<file path="src/rtl/adder_4bit_pkg.sv">
// Common datapath constants shared by the adder and its neighbours.
package adder_4bit_pkg;

    localparam int unsigned ADDER_W = 4;

endpackage

</file>
<file path="src/rtl/adder_4bit_full_adder.sv">
// One-bit full-adder cell; the adder's carry chain is built from WIDTH of these.
module full_adder (
    input  logic a,
    input  logic b,
    input  logic cin,
    output logic s,
    output logic cout
);

    logic w_p;

    assign w_p  = a ^ b;
    assign s    = w_p ^ cin;
    assign cout = (a & b) | (cin & w_p);

endmodule

</file>
<file path="src/rtl/adder_4bit.sv">
// Ripple-carry adder with a same-cycle sum and a one-stage registered copy
// carrying carry-out, two's-complement overflow and a valid flag.
module adder_4bit
    import adder_4bit_pkg::*;
#(
    parameter int unsigned WIDTH = ADDER_W
) (
    input  logic             clk,
    input  logic             rst_n,
    input  logic [WIDTH-1:0] a,
    input  logic [WIDTH-1:0] b,
    input  logic             cin,
    input  logic             in_valid,
    output logic [WIDTH-1:0] s,
    output logic             cout,
    output logic [WIDTH-1:0] s_q,
    output logic             cout_q,
    output logic             ovf_q,
    output logic             out_valid
);

    logic [WIDTH:0]   w_c;
    logic [WIDTH-1:0] w_s;
    logic             w_ovf;

    logic [WIDTH-1:0] r_s_q;
    logic             r_cout_q;
    logic             r_ovf_q;
    logic             r_out_valid;

    assign w_c[0] = cin;

    // Carry ripples strictly bit by bit from cell 0 upward.
    for (genvar gi = 0; gi < WIDTH; gi++) begin : g_cell
        full_adder u_fa (
            .a    (a[gi]),
            .b    (b[gi]),
            .cin  (w_c[gi]),
            .s    (w_s[gi]),
            .cout (w_c[gi+1])
        );
    end

    assign w_ovf = w_c[WIDTH] ^ w_c[WIDTH-1];
    assign s     = w_s;
    assign cout  = w_c[WIDTH];

    // Result register: data holds when idle, valid is a one-cycle pulse per capture.
    always_ff @(posedge clk or negedge rst_n) begin
        if (!rst_n) begin
            r_s_q       <= WIDTH'(0);
            r_cout_q    <= 1'b0;
            r_ovf_q     <= 1'b0;
            r_out_valid <= 1'b0;
        end else begin
            r_out_valid <= in_valid;
            if (in_valid) begin
                r_s_q    <= w_s;
                r_cout_q <= w_c[WIDTH];
                r_ovf_q  <= w_ovf;
            end
        end
    end

    assign s_q       = r_s_q;
    assign cout_q    = r_cout_q;
    assign ovf_q     = r_ovf_q;
    assign out_valid = r_out_valid;

endmodule

</file>
<file path="config.mk">
export PLATFORM = sky130hd
export DESIGN_NAME = adder_4bit
export DESIGN_NICKNAME = d
export VERILOG_FILES = /design/src/rtl/adder_4bit_pkg.sv /design/src/rtl/adder_4bit_full_adder.sv /design/src/rtl/adder_4bit.sv
export SDC_FILE = /design/constraint.sdc
export NUM_CORES = 1
export LEC_CHECK = 0
export CAP_MARGIN = 20
export CORE_AREA = 5 5 42 44
export CTS_BUF_LIST = sky130_fd_sc_hd__clkbuf_16
export CTS_CLUSTER_SIZE = 30
export DETAILED_ROUTE_END_ITERATION = 12
export DIE_AREA = 0 0 47 49
export DONT_BUFFER_PORTS = 1
export PLACE_DENSITY = 0.48
export SLEW_MARGIN = 20
export SYNTH_ARGS = -nofsm -noshare
export SYNTH_HDL_FRONTEND = slang
export SYNTH_HIERARCHICAL = 1
export SYNTH_SLANG_ARGS = --single-unit
</file>
<file path="constraint.sdc">
create_clock -name clk -period 4.4 [get_ports clk]
set_clock_uncertainty 0.05 [all_clocks]
set_input_delay 1.1 -clock clk [delete_from_list [all_inputs] [get_ports clk]]
set_output_delay 1.1 -clock clk [all_outputs]
set_load 0.1 [all_outputs]
</file>
==> impl_results.md <==
* Worst hold path type: primary input to async pin
* Synth Flop Type: dfrtp_1
* Layout cells sized above 1 at 0.481
* First-pass DRT Iterations at 2
* Synth Area in Adders at 0.223
* DP Cell Count at 39
* Reg-to-reg critical path endpoint: s_q[1]
* Simple-gate share of the synthesized area at 0.0105
* Port-buffer cells at 0
* Post-synth net total at 36
* Hold_buf cts at 0
* F_max at approximately 0.23 GHz
* Rows at 14
* FF-to-FF Start: s_q[1]
* Post-route setup TNS at 0 ns
* Max Slew Vio Count at 0
* Total clock sinks at 7
* WP data required at 3.25 ns
* Arr. time, crit path at just over 3 ns
* CTS Root Cell: clkbuf_16
* Status: complete, no violations
* Core area at approximately 1400 sq um
* Post-synthesis mux area share at 0.209
* Final worst slack at 0.140 ns
* Actual slew at the worst max-slew pin at 0.922 ns
* Vias at ~190
* Synth cell count leaders: dfrtp_1, mux2_4, fa_1
* Post_cts resized at 0
* Count of mapped cells out of synthesis at 20
* Synth top area share at 0.488
* Antenna violations before repair at 0
* Cell leakage power at 0.222 nW
* DR WL/cell at approximately 18 um
* Worst IR drop on VDD at between 0.3 and 0.4 mV
* Worst hold slack at slightly above 0.5 ns
* Final nets at 44
* Rel. slew slack at 0.386
* Critical path start-end classification: primary input to primary output
* RSZ-0062 raised after global routing: false
* Vias in the first global route at approximately 260
* DIE AREA at 2300 sq um
* GPL Wtd Cong at between 0.6 and 0.7
* Clock-pin slew on the worst setup and hold paths at roughly 0.040 ns
* Die Ht at ~49 um
* Setup bufs post-CTS at 0
* Fin crit share at 0.968
* Startpoint Class: primary input
* GRT overflow at 0
* Yosys top cell by area: dfrtp_1
* Die Wd at roughly 47 um
* Worst Setup End Kind: primary output
* Peak fanout along the critical path at 2
* Clock tree from TritonCTS: done
* Max-Cap Viols at 0
* GRT Util Overall at 0.0825
* Post-synth EDFFs at 0
* Total power divided by cell area at 873 nW/um^2
* Xor and xnor area share after synthesis at 0.0244
* Reg area at roughly 180 sq um
* H-tree depth at 1
* First-pass GRT wire length at approximately 1300 um
* CTS Buf Count at 3
* Worst reg2reg path depth at 1
* Yosys cell types at 7
* Starting density of the core at 0.256
* DP Worst Slack at about 0.12 ns
* Post-DRT Antenna Nets at 0
* Top post-synthesis cells by area: dfrtp_1, fa_1, mux2_4
* Post-synthesis compound-gate area fraction at 0.0139
* Drt drc at 0
* Clock Tree Buf Depth at 2
* Yosys reg bits at 7
* Crit path time final at between 4 and 5 ns
* Clock Latency Late Sink at 0.23 ns
* Vias/cell at 4.51
* Largest family of logic cells by synthesized area: adder cells
* Mapped cell area at roughly 360 sq um
* Fill cells at roughly 150
* Post-Layout Cell Count at 43
* Count leader, synth: dfrtp_1
* Num ports at 24
* Area of the multi-input gates at 175 sq um
* Internal reg-to-reg setup slack at slightly above 3 ns
* Layout overhead on the synthesized area at 36.9%
* YS warnings at 6
* Number of DRC markers in iteration 0 at 2
* Drt total wl at 788 um
* Syn avg cell area at between 15 and 20 sq um
* Largest net degree at the start of global routing at 9
* Final hold vios at 0
* Final setup fails at 0
* Seq/Total Area, Yosys at 0.488
* Async set-reset flop share out of synthesis at 1.00
* Ant diodes at 0
[sequential cells by signal (all words and copies together) (netlist names)]
signal / count
s_q: 4
cout_q: 1
ovf_q: 1
out_valid: 1
[routing by layer]
| layer | share of wire | track usage | vias to the layer above |
|---|---|---|---|
| li1 | - | - | 78 |
| met1 | 0.27 | 0.0658 | 99 |
| met2 | 0.57 | 0.133 | 17 |
| met3 | 0.15 | 0.0701 | 0 |
| met4 | 0 | 0.0415 | 0 |
| met5 | 0 | 0 | - |
[worst max-delay path, cell delays in order]
cell and delay [ns]:
fa_1 0.43, fa_1 0.39, fa_1 0.44, fa_2 0.57, buf_12 0.18
[worst max-delay path by stage]
| stage | slack (ns) | depth (start not counted) | end | startpoint |
|---|---|---|---|---|
| finish | 0.14 | 5 | s[3] | a[0] |
| global route | 0.09 | 5 | s[3] | a[0] |
| CTS | 0.12 | 5 | s[3] | a[0] |
| detailed placement | 0.12 | 5 | s[3] | a[0] |
| global placement | 0.16 | 5 | s[3] | a[0] |
| floorplan | 0.03 | 4 | s[3] | a[0] |
[placed cells by master (no fill, tap or decap), drive strengths merged]
master and instances:
dfrtp 7, inv 1, nor2 1, fa 4
xnor2 1, mux2 5, buf 4, clkbuf 3
a21oi 1
[cells by family (layout without fill, tap and decap cells)]
logic type	Yosys count	in the layout
buffers and inverters	1	8
adder cells (fa/ha/maj)	4	4
multiplexers	5	5
XOR/XNOR	1	1
flip-flops	7	7
AND/OR/NAND/NOR	1	1
AO/OA/AOI/OAI	1	1
[stage by stage]
stage / cell area, sq um / utilization / power, mW
2_1_floorplan: 362 / - / 0.264
3_3_place_gp: 413 / 0.295 / 0.278
3_5_place_dp: 413 / 0.295 / 0.280
4_1_cts: 492 / 0.351 / 0.435
5_1_grt: 492 / 0.351 / 0.441
6_report: 492 / 0.351 / 0.429
[area by class of cell]
| cell class | instances | area share |
|---|---|---|
| clock inverter | 1 | 0.00763 |
| sequential | 7 | 0.356 |
| clock buffer | 3 | 0.153 |
| timing repair buffer | 4 | 0.0865 |
| multi-input combinational | 12 | 0.356 |
| tap | 16 | 0.0407 |
[power by group]
part           leakage [nW]  internal, mW  switching, mW  total, mW
clock                0.0423         0.118         0.0335      0.152
sequential           0.0813        0.0746         0.0984      0.173
combinational        0.0986        0.0343         0.0705      0.105
total                 0.222         0.227          0.202      0.429
(Power assumes the default switching activity.)
